$ cat src/rtl/pwm_fader_if.sv
// Level request in, PWM waveform and debug status out, for the pwm_fader LED stage.
interface pwm_fader_if;
  logic [7:0] level_i;
  logic       ramp_en;
  logic       pwm_o;
  logic [7:0] duty_o;
  logic       period_start;
  logic       at_target;

  modport master (
    output level_i, ramp_en,
    input  pwm_o, duty_o, period_start, at_target
  );

  modport slave (
    input  level_i, ramp_en,
    output pwm_o, duty_o, period_start, at_target
  );
endinterface

$ cat src/rtl/pwm_fader.sv
// 8-bit PWM generator with period-aligned duty updates, glitch-rejecting level
// capture and an optional one-step-per-N-periods slew limiter.
module pwm_fader #(
  parameter int unsigned PRESCALE     = 4,
  parameter int unsigned RAMP_PERIODS = 4
) (
  input  logic        clk_25mhz,
  input  logic        rst_n,
  pwm_fader_if.slave  bus
);

  localparam int unsigned PS_W = (PRESCALE > 1) ? $clog2(PRESCALE) : 1;
  localparam int unsigned RC_W = (RAMP_PERIODS > 1) ? $clog2(RAMP_PERIODS) : 1;
  localparam logic [PS_W-1:0] PS_MAX = PS_W'(PRESCALE - 1);
  localparam logic [RC_W-1:0] RC_MAX = RC_W'(RAMP_PERIODS - 1);

  logic [PS_W-1:0] r_presc;
  logic [7:0]      r_phase;
  logic [RC_W-1:0] r_ramp_cnt;
  logic [7:0]      r_s1;
  logic [7:0]      r_s2;
  logic [7:0]      r_target;
  logic [7:0]      r_duty;
  logic            r_period_start;

  logic            w_tick;
  logic            w_boundary;
  logic [7:0]      w_target_nxt;
  logic [7:0]      w_duty_nxt;

  assign w_tick     = (r_presc == PS_MAX);
  assign w_boundary = w_tick && (r_phase == 8'hFF);

  // Values loaded into target/duty when the current period ends.
  always_comb begin
    w_target_nxt = r_target;
    w_duty_nxt   = r_duty;
    if (r_s1 == r_s2) begin
      w_target_nxt = r_s2;
    end
    if (!bus.ramp_en) begin
      w_duty_nxt = w_target_nxt;
    end else if (r_ramp_cnt == RC_MAX) begin
      if (r_duty < w_target_nxt) begin
        w_duty_nxt = r_duty + 8'd1;
      end else if (r_duty > w_target_nxt) begin
        w_duty_nxt = r_duty - 8'd1;
      end
    end
  end

  always_ff @(posedge clk_25mhz or negedge rst_n) begin
    if (!rst_n) begin
      r_presc        <= '0;
      r_phase        <= 8'd0;
      r_ramp_cnt     <= '0;
      r_s1           <= 8'd0;
      r_s2           <= 8'd0;
      r_target       <= 8'd0;
      r_duty         <= 8'd0;
      r_period_start <= 1'b0;
    end else begin
      r_s1           <= bus.level_i;
      r_s2           <= r_s1;
      r_presc        <= w_tick ? '0 : r_presc + 1'b1;
      r_period_start <= w_boundary;
      if (w_tick) begin
        r_phase <= r_phase + 8'd1;
      end
      if (w_boundary) begin
        r_target   <= w_target_nxt;
        r_duty     <= w_duty_nxt;
        r_ramp_cnt <= (r_ramp_cnt == RC_MAX) ? '0 : r_ramp_cnt + 1'b1;
      end
    end
  end

  // Register-only compares keep the LED drive glitch-free and reset-safe.
  assign bus.pwm_o        = (r_phase < r_duty);
  assign bus.duty_o       = r_duty;
  assign bus.period_start = r_period_start;
  assign bus.at_target    = (r_duty == r_target);

endmodule

$ cat src/flat_wrapper.sv
// flat-port wrapper written by rule: the top's interface ports become plain ports
module pwm_fader_flat 
#(
  parameter int unsigned PRESCALE     = 4,
  parameter int unsigned RAMP_PERIODS = 4
)
  (clk_25mhz, rst_n, bus_level_i, bus_ramp_en, bus_pwm_o, bus_duty_o, bus_period_start, bus_at_target);
  pwm_fader_if bus_i ();
  input  logic clk_25mhz;
  input  logic rst_n;
  input wire logic [$bits(bus_i.level_i)-1:0] bus_level_i;
  input wire logic [$bits(bus_i.ramp_en)-1:0] bus_ramp_en;
  output wire logic [$bits(bus_i.pwm_o)-1:0] bus_pwm_o;
  output wire logic [$bits(bus_i.duty_o)-1:0] bus_duty_o;
  output wire logic [$bits(bus_i.period_start)-1:0] bus_period_start;
  output wire logic [$bits(bus_i.at_target)-1:0] bus_at_target;
  assign bus_i.level_i = bus_level_i;
  assign bus_i.ramp_en = bus_ramp_en;
  assign bus_pwm_o = bus_i.pwm_o;
  assign bus_duty_o = bus_i.duty_o;
  assign bus_period_start = bus_i.period_start;
  assign bus_at_target = bus_i.at_target;
  pwm_fader #(.PRESCALE(PRESCALE), .RAMP_PERIODS(RAMP_PERIODS)) u_core (.clk_25mhz(clk_25mhz), .rst_n(rst_n), .bus(bus_i));
endmodule
$ cat config.mk
export PLATFORM = sky130hd
export DESIGN_NAME = pwm_fader_flat
export DESIGN_NICKNAME = d
export VERILOG_FILES = /design/src/rtl/pwm_fader_if.sv /design/src/rtl/pwm_fader.sv /design/src/flat_wrapper.sv
export SDC_FILE = /design/constraint.sdc
export NUM_CORES = 1
export LEC_CHECK = 0
export BUFFER_PORTS_ARGS = -buffer_cell sky130_fd_sc_hd__buf_2
export CORE_ASPECT_RATIO = 2
export CORE_MARGIN = 1.5
export CORE_UTILIZATION = 50
export CTS_CLUSTER_DIAMETER = 30
export DETAILED_ROUTE_END_ITERATION = 10
export GPL_TIMING_DRIVEN = 1
export PLACE_DENSITY = 0.77
export SYNTH_ARGS = -nofsm -noshare
export SYNTH_HDL_FRONTEND = slang
export SYNTH_SLANG_ARGS = --single-unit
$ cat constraint.sdc
create_clock -name clk_25mhz -period 4.3 [get_ports clk_25mhz]
set_input_delay 0 -clock clk_25mhz [delete_from_list [all_inputs] [get_ports clk_25mhz]]
set_output_delay 0 -clock clk_25mhz [all_outputs]
set_load 0.02 [all_outputs]
Word level (Yosys, flattened, before mapping). Cells that the tools add are included. Widths: inputs -> output; s select.

Bits in registers: 45. Input port bits: 11. Output and inout bits: 11. Logic and storage cells: 32.

Add/sub/neg operators: 5. $lt $le $gt $ge: 3. Eq/ne operators: 7. Muxes and demuxes: 7. Reduce and logical (&&, ||, !) cells: 2.

Operator list (count): $mux 8 (5); $add 8x1->8 const B (2); $eq 8x8->1 (2); $lt 8x8->1 (2); $eq 8x8->1 const B (1); $gt 8x8->1 (1); $sub 8x1->8 const B (1); $add 2x1->2 const B (2); $eq 2x2->1 const B (2); $mux 2 (2); $ne 3x1->1 const B (1); $reduce_and 3->1 (1); $ne 2x1->1 const B (1); $logic_and 1x1->1 (1).

Depth between registers and ports, before layout. Gate-level depths: netlist (run 1).

Word-level depth: 7. Gate-level depth with buffers: 17. Gate-level depth less buffers: 17.

Worst setup path after synthesis (run 1). Ideal clock, no wire load.

Path type: register to register. Start: register u_core.r_s2[5]. End: register u_core.r_duty[7], in the netlist u_core.bus.duty_o[7]. Setup time: 132 ps. Data arrival time: 3574 ps. Required time: 4168 ps. Path slack: 594 ps. Stages on the path, launching flop included: 16. Path buffers: 0. Period minus slack after synthesis: 3706 ps. Cell sequence: dfrtp_1 -> xor2_1 -> nor4_2 -> nand2_2 -> mux2i_1 -> ha_1 -> nor2b_1 -> o211ai_1 -> a21o_1 -> nand2_1 -> ha_1 -> or3_1 -> o211ai_1 -> and3b_1 -> o21ai_0 -> or3b_1.

Longest elaborated chain between the ends: 6. Elaborated cells on any way between the ends: 9. Those cells by class: order compare (2); eq/ne (2); mux (4); reduce/logical (1).

Ends and longest elaborated chain: start, declared (RTL line pwm_fader.sv:21) `logic [7:0] r_s2;`; start signal, assigned (RTL line pwm_fader.sv:64) `r_s2 <= r_s1;`; $eq 8x8->1 (RTL line pwm_fader.sv:38) `if (r_s1 == r_s2) begin`; $mux 8 (*) (RTL line pwm_fader.sv:38); $lt 8x8->1 (RTL line pwm_fader.sv:44) `if (r_duty < w_target_nxt) begin`; $mux 8 (RTL line pwm_fader.sv:44); $mux 8 (RTL line pwm_fader.sv:43) `end else if (r_ramp_cnt == RC_MAX) begin`; $mux 8 (RTL line pwm_fader.sv:41) `if (!bus.ramp_en) begin`; end signal, assigned (RTL line pwm_fader.sv:72) `r_duty <= w_duty_nxt;`; end, declared (RTL line pwm_fader.sv:23) `logic [7:0] r_duty;`.

Every way passes the cells marked *; elsewhere a longest branch is shown, timed or not. The select of a mux whose other input is x is not followed. A chain may end at the register's enable or synchronous reset.

Final worst setup path (run 1).
Start: register u_core.r_s2[1]. End: register u_core.r_duty[7], in the netlist u_core.bus.duty_o[7].

Same word-level chain as after synthesis.

==> flow_metrics.env, run 1 <==
export IMPL_routed_via_density=5.50
export IMPL_outcome="finished clean"
export IMPL_first_iter_violations=30
export IMPL_cts_tree="built"
export IMPL_synth_top_cells_by_area="dfrtp_1 45%, ha_1 12%, xor2_1 4.9%"
export IMPL_setup_viol=0
export IMPL_dr_max_layer_used="met4"
export IMPL_via_count=1787
export IMPL_avgSynthCellArea_sq_um=10.9
export IMPL_setup_tns_ns=0
export IMPL_wl_um=4960
export IMPL_die_y_um=103
export IMPL_crit_slowest_cell="dfrtp_1"
export IMPL_coreArea_sq_mm=0.00486
export IMPL_critPathCaptureType="flop"
export IMPL_hold_viol_final=0
export IMPL_ios=22
export IMPL_synth_warning_count=0
export IMPL_clk_insertion_delay_late_ns=0.31
export IMPL_met2_length_um=2680
export IMPL_min_delay_start="bus_ramp_en"
export IMPL_cp_slowest_stage_delay_ns=0.40
export IMPL_die_area_sq_mm=0.00548
export IMPL_power_per_cell_area_mw_per_mm2=256
export IMPL_critPathRequiredTime_ns=4.49
export IMPL_rows=36
export IMPL_start_util_pct=51.6
export IMPL_synth_fp_nets=268
export IMPL_synth_top_family_by_area="adder cells"
export IMPL_slew_headroom_pct=33.7
export IMPL_cts_max_level=2
export IMPL_p_leak_nw=1.42
export IMPL_synth_area_mux_share_pct=7.72
export IMPL_ant_nets=0
export IMPL_criticalPathCategory="reg -> reg"
export IMPL_gr_total_overflow=0
export IMPL_synth_xor_area_share_pct=9.42
export IMPL_cp_num_buf_inv=0
export IMPL_cts_buffers_inserted=5
export IMPL_grt_pass1_wl_um=8070
export IMPL_critPathMaxFanout=8
export IMPL_yosys_register_bits=45
export IMPL_yosysMostFrequentCell="dfrtp_1"
export IMPL_synth_compound_area_share_pct=11.2
export IMPL_peakVddDrop_uv=225
export IMPL_worstHoldEndpoint="u_core.bus.duty_o[6]"
export IMPL_hold_class="in -> reg"
export IMPL_r2r_start="u_core.r_s2[1]"
export IMPL_wirelength_met1_um=2000
export IMPL_synthAdderAreaFrac_pct=13.3
export IMPL_maxCapViolations=0
export IMPL_numClockSinks=45
export IMPL_drv_slew=0
export IMPL_die_w_um=53.1
export IMPL_place_ws_ns=0.213
export IMPL_root_buffer="clkbuf_8"
export IMPL_wire_per_inst_um=15.3
export IMPL_place_congestion=0.880
export IMPL_synth_cells=231
export IMPL_cts_buffer_depth=2
export IMPL_grt_pass1_vias=1741
export IMPL_synth_simple_area_share_pct=11.1
export IMPL_io_buffers=21
export IMPL_ys_types=39
export IMPL_regToRegSetupSlack_ns=0.25
export IMPL_syn_to_final_growth_pct=14.9
export IMPL_synth_ff_type="dfrtp_1"
export IMPL_antenna_found_initial=0
export IMPL_grt_use_total_pct=20.4
export IMPL_drt_pass1_iterations=4
export IMPL_cp_start_kind="flop"
export IMPL_grt_max_degree=46
export IMPL_nets=304
export IMPL_layout_drive_gt1_share_pct=17.9
export IMPL_clkTransAtPathRegs_ns=0.08
export IMPL_finClkSkew_ns=0.00636
export IMPL_synth_seq_area_share_pct=44.8
export IMPL_synth_area_sq_mm=0.00251
export IMPL_fin_crit_ns=4.05
export IMPL_fill_cells=433
export IMPL_drc=0
export IMPL_diodes=0
export IMPL_crit_chain="xor2_1 > nor4_2 > nand2_2 > mux2i_2 > ha_1 > nor2b_1 > o211ai_1 > a21o_1 > nand2_2 > ha_1 > a21oi_1 > o2111ai_1 > o211ai_1 > and3b_1 > o21ai_0 > or3b_1"
export IMPL_hold_depth=3
export IMPL_synth_edf_count=0
export IMPL_yosys_top_cells_count="45 x dfrtp_1, 25 x ha_1, 24 x nand2_1"
export IMPL_cp_arrival_ns=4.24
export IMPL_post_route_period_util_pct=94.1
export IMPL_rr_worst_depth=16
export IMPL_critical_path_top_delay_family="simple AND/OR/NAND/NOR gates"
export IMPL_async_reset_ff_share_pct=100
export IMPL_rsz0062_at_grt="no"
export IMPL_fmax_mhz=247
export IMPL_worst_pin_slew_ns=0.995
export IMPL_dr_wl_met3_um=136
export IMPL_timing_rr_end="u_core.bus.duty_o[7]"
export IMPL_dpl_hpwl_um=3600
export IMPL_fin_ws_ns=0.254
export IMPL_synth_top_area_share_pct=44.8
export IMPL_synth_top_area_cell="dfrtp_1"
==> tightest hold or removal path, cell delays in order <==
cell and delay [ns]:
buf_2 0.20, mux2_2 0.25, mux2i_1 0.06
==> metal layers <==
layer | up-vias | global-route usage, %
li1 | 887 | -
met3 | 9 | 4.17
met5 | - | 0
met1 | 863 | 22.5
met2 | 28 | 35.6
met4 | 0 | 11.0
==> layout make-up <==
cell class	count	area, sq um	share of cell area (%)
Clock buffer	5	68.8	2.39
Clock inverter	3	21.3	0.737
Inverter	13	48.8	1.69
Tap cell	57	71.3	2.47
Sequential cell	45	1130	39.0
Timing Repair Buffer	33	218	7.55
Multi-Input combinational cell	169	1330	46.1
==> kinds of logic (layout without fill, tap and decap cells) <==
| logic type | after synthesis | count (layout) |
|---|---|---|
| buffers and inverters | 17 | 54 |
| AO/OA/AOI/OAI | 45 | 45 |
| adder cells (fa/ha/maj) | 26 | 26 |
| XOR/XNOR | 27 | 27 |
| AND/OR/NAND/NOR | 53 | 53 |
| multiplexers | 18 | 18 |
| flip-flops | 45 | 45 |
==> report_power, final <==
group          internal [mW]  leakage, nW  total [mW]  switching, mW
registers              0.430        0.567       0.436        0.00576
logic                 0.0156        0.805      0.0352         0.0195
clock network          0.115       0.0445       0.267          0.152
total                  0.561         1.42       0.739          0.177
==> cells in the final DEF, fill, tap and decap left out, types with 4 or more instances in the layout <==
cell           instances
a21o_1                 6
a21oi_1                5
buf_2                 21
clkbuf_8               5
dfrtp_1               45
dlygate4sd3_1          9
ha_1                  25
inv_1                 13
mux2_2                 8
mux2i_1                7
nand2_1               23
nand3_1                4
nand4_1                6
o21ai_0               18
xnor2_1               13
xor2_1                14
==> repair_timing <==
item,4_1_cts,5_1_grt
resized for setup,0,4
setup buffers,0,1
hold buffers,9,0
endpoints found under the setup margin,0,1
endpoints found under the hold margin,53,0
==> stage by stage <==
stage / hold WS (ns) / cell area, sq um / cells / total power [mW] / utilization, %
finish: 0.238 / 2890 / 325 / 0.739 / 59.3
CTS: 0.224 / 2870 / 324 / 0.745 / 59.0
global placement: 0.108 / 2690 / 307 / 0.473 / 55.2
global route: 0.251 / 2890 / 325 / 0.771 / 59.3
floorplan: -0.296 / 2510 / 231 / 0.457 / -
detailed placement: 0.109 / 2690 / 307 / 0.474 / 55.2
==> flip-flops by register name, summed over array words and instances (netlist names) <==
register	flops
u_core.bus.duty_o	8
u_core.bus.period_start	1
u_core.r_phase	8
u_core.r_presc	2
u_core.r_ramp_cnt	2
u_core.r_s1	8
u_core.r_s2	8
u_core.r_target	8
==> worst max-delay path by stage <==
| stage | start | to | slack, ns | cells past startpoint |
|---|---|---|---|---|
| floorplan | u_core.r_s2[5] | u_core.bus.duty_o[7] | 0.59 | 15 |
| global placement | u_core.r_s2[4] | u_core.bus.duty_o[7] | 0.36 | 15 |
| detailed placement | u_core.r_s2[0] | u_core.bus.duty_o[7] | 0.21 | 16 |
| CTS | u_core.r_s2[5] | u_core.bus.duty_o[7] | 0.19 | 16 |
| global route | u_core.r_s2[1] | u_core.bus.duty_o[7] | 0.03 | 16 |
| finish | u_core.r_s2[1] | u_core.bus.duty_o[7] | 0.25 | 16 |
Note: power is estimated with default switching activity, not from simulation.
==> run 2: changes to the inputs <==
--- a/config.mk
+++ b/config.mk
@@ -13,6 +13,7 @@
 export DETAILED_ROUTE_END_ITERATION = 10
 export GPL_TIMING_DRIVEN = 1
 export PLACE_DENSITY = 0.77
+export RECOVER_POWER = 100
 export SYNTH_ARGS = -nofsm -noshare
 export SYNTH_HDL_FRONTEND = slang
 export SYNTH_SLANG_ARGS = --single-unit
==> run 2 against run 1 <==
Effect of this change: the flow now finishes with violations (max-capacitance violations, max-slew violations); die area did not move; global-route usage did not move; via count fell by 0.84%; critical endpoint unchanged; register-to-register slack improved by 0.03 ns; sequential share of layout area rose by 0.26 points; worst setup slack improved by 0.029 ns; clock power barely moved; final area fell by 0.65%; count of clock-buffer cells in the layout did not move; routed wire length fell by 0.71%; sequential power barely moved; utilization fell by 0.39 points.
==> flow_metrics.env, run 2 (same netlist as run 1, synthesis figures left out) <==
export IMPL_outcome="finished, violations left"
export IMPL_violations="max-capacitance violations, max-slew violations"
export IMPL_maxCapViolations=1
export IMPL_crit_slowest_cell="dfrtp_1"
export IMPL_first_iter_violations=27
export IMPL_rsz0062_at_grt="no"
export IMPL_cp_start_kind="flop"
export IMPL_fin_crit_ns=4.02
export IMPL_grt_use_total_pct=20.4
export IMPL_place_ws_ns=0.213
export IMPL_cp_num_buf_inv=0
export IMPL_power_per_cell_area_mw_per_mm2=257
export IMPL_via_count=1772
export IMPL_ios=22
export IMPL_dpl_hpwl_um=3600
export IMPL_wire_per_inst_um=15.2
export IMPL_cp_slowest_stage_delay_ns=0.40
export IMPL_antenna_found_initial=0
export IMPL_critPathRequiredTime_ns=4.49
export IMPL_fill_cells=437
export IMPL_drv_slew=46
export IMPL_grt_pass1_wl_um=8070
export IMPL_hold_viol_final=0
export IMPL_numClockSinks=45
export IMPL_critical_path_top_delay_family="simple AND/OR/NAND/NOR gates"
export IMPL_cp_arrival_ns=4.21
export IMPL_worst_pin_slew_ns=2.40
export IMPL_fmax_mhz=249
export IMPL_place_congestion=0.880
export IMPL_peakVddDrop_uv=224
export IMPL_die_y_um=103
export IMPL_multi_input_area_sq_mm=0.00133
export IMPL_critPathCaptureType="flop"
export IMPL_clkTransAtPathRegs_ns=0.09
export IMPL_drt_pass1_iterations=4
export IMPL_crit_chain="xor2_1 > nor4_2 > nand2_2 > mux2i_1 > ha_1 > nor2b_1 > o211ai_1 > a21o_1 > nand2_2 > ha_1 > a21oi_1 > o2111ai_1 > o211ai_1 > and3b_1 > o21ai_0 > or3b_1"
export IMPL_setup_viol=0
export IMPL_grt_max_degree=46
export IMPL_io_buffers=21
export IMPL_setup_tns_ns=0
export IMPL_cts_max_level=2
export IMPL_diodes=0
export IMPL_place_inst=307
export IMPL_hold_class="in -> reg"
export IMPL_wl_um=4930
export IMPL_ant_nets=0
export IMPL_criticalPathCategory="reg -> reg"
export IMPL_rows=36
export IMPL_timing_hold_ws_ns=0.240
export IMPL_finClkSkew_ns=0.00535
export IMPL_fin_ws_ns=0.283
export IMPL_start_util_pct=51.6
export IMPL_cts_buffers_inserted=5
export IMPL_gr_total_overflow=0
export IMPL_post_route_period_util_pct=93.4
export IMPL_root_buffer="clkbuf_8"
export IMPL_final_common_cell="dfrtp_1"
export IMPL_coreArea_sq_mm=0.00486
export IMPL_regToRegSetupSlack_ns=0.28
export IMPL_layout_drive_gt1_share_pct=13.1
export IMPL_cts_tree="built"
export IMPL_cts_buffer_depth=2
export IMPL_die_area_sq_mm=0.00548
export IMPL_grt_pass1_vias=1741
export IMPL_final_cells=325
export IMPL_slew_headroom_pct=-60.3
export IMPL_ff_latch_area_sq_mm=0.00113
export IMPL_syn_to_final_growth_pct=14.2
export IMPL_critPathMaxFanout=8
export IMPL_p_leak_nw=1.38
export IMPL_clk_insertion_delay_late_ns=0.31
export IMPL_drc=0
export IMPL_final_cell_mix="45 x dfrtp_1, 25 x ha_1, 23 x nand2_1, 18 x o21ai_0, 14 x xor2_1"
export IMPL_nets=304
export IMPL_die_w_um=53.1
export IMPL_routed_via_density=5.45
[run 2: changes by cell type in the layout (fill, tap and decap cells not counted), sizes merged]
| cell | before | now |
|---|---|---|
| buf | 24 | 12 |
| clkbuf | 5 | 17 |
[run 2: tightest hold or removal path: stages]
cell and delay [ns]:
buf_2 0.20, mux2_2 0.25, mux2i_1 0.06
[run 2: per-layer routing]
metal  track usage, %  vias up  part of all wire (%)
li1                 -      887                     -
met4             11.0        0                   2.9
met3             4.17        9                   2.6
met2             35.6       22                    54
met1             22.5      854                    40
met5                0        -                     0
[run 2: timing repair]
action | in CTS | in global routing
gates resized for setup | 0 | 4
hold buffers | 9 | 0
setup endpoints to repair | 0 | 1
endpoints found under the hold margin | 53 | 0
buffers inserted | 0 | 1
[run 2: layout make-up]
cell class / instances / area share, %
Timing Repair Buffer: 33 / 7.07
Tap cell: 57 / 2.49
Multi-Input combinational cell: 169 / 46.3
Sequential cell: 45 / 39.3
Inverter: 13 / 1.70
Clock buffer: 5 / 2.40
Clock inverter: 3 / 0.742
[run 2: power breakdown]
| part | switching (mW) | leakage, nW | internal, mW |
|---|---|---|---|
| clock | 0.151 | 0.0445 | 0.115 |
| combinational | 0.0195 | 0.770 | 0.0155 |
| sequential | 0.00552 | 0.567 | 0.430 |
| total | 0.176 | 1.38 | 0.561 |
[run 2: final timing paths]
path                       depth (start not counted)      startpoint                    to
max                                               16  u_core.r_s2[5]  u_core.bus.duty_o[7]
min                                                3     bus_ramp_en  u_core.bus.duty_o[6]
max reg2reg                                       16  u_core.r_s2[5]  u_core.bus.duty_o[7]
min reg2reg                                        0  u_core.r_s1[2]        u_core.r_s2[2]
max in group asynchronous                          2           rst_n  u_core.bus.duty_o[6]
min in group asynchronous                          2           rst_n        u_core.r_s2[6]
[run 2: stage by stage]
stage               power [mW]  cell area [sq um]  util, %
floorplan                0.457               2510        -
CTS                      0.745               2870     59.0
detailed placement       0.474               2690     55.2
global placement         0.473               2690     55.2
global route             0.770               2870     58.9
finish                   0.737               2870     58.9
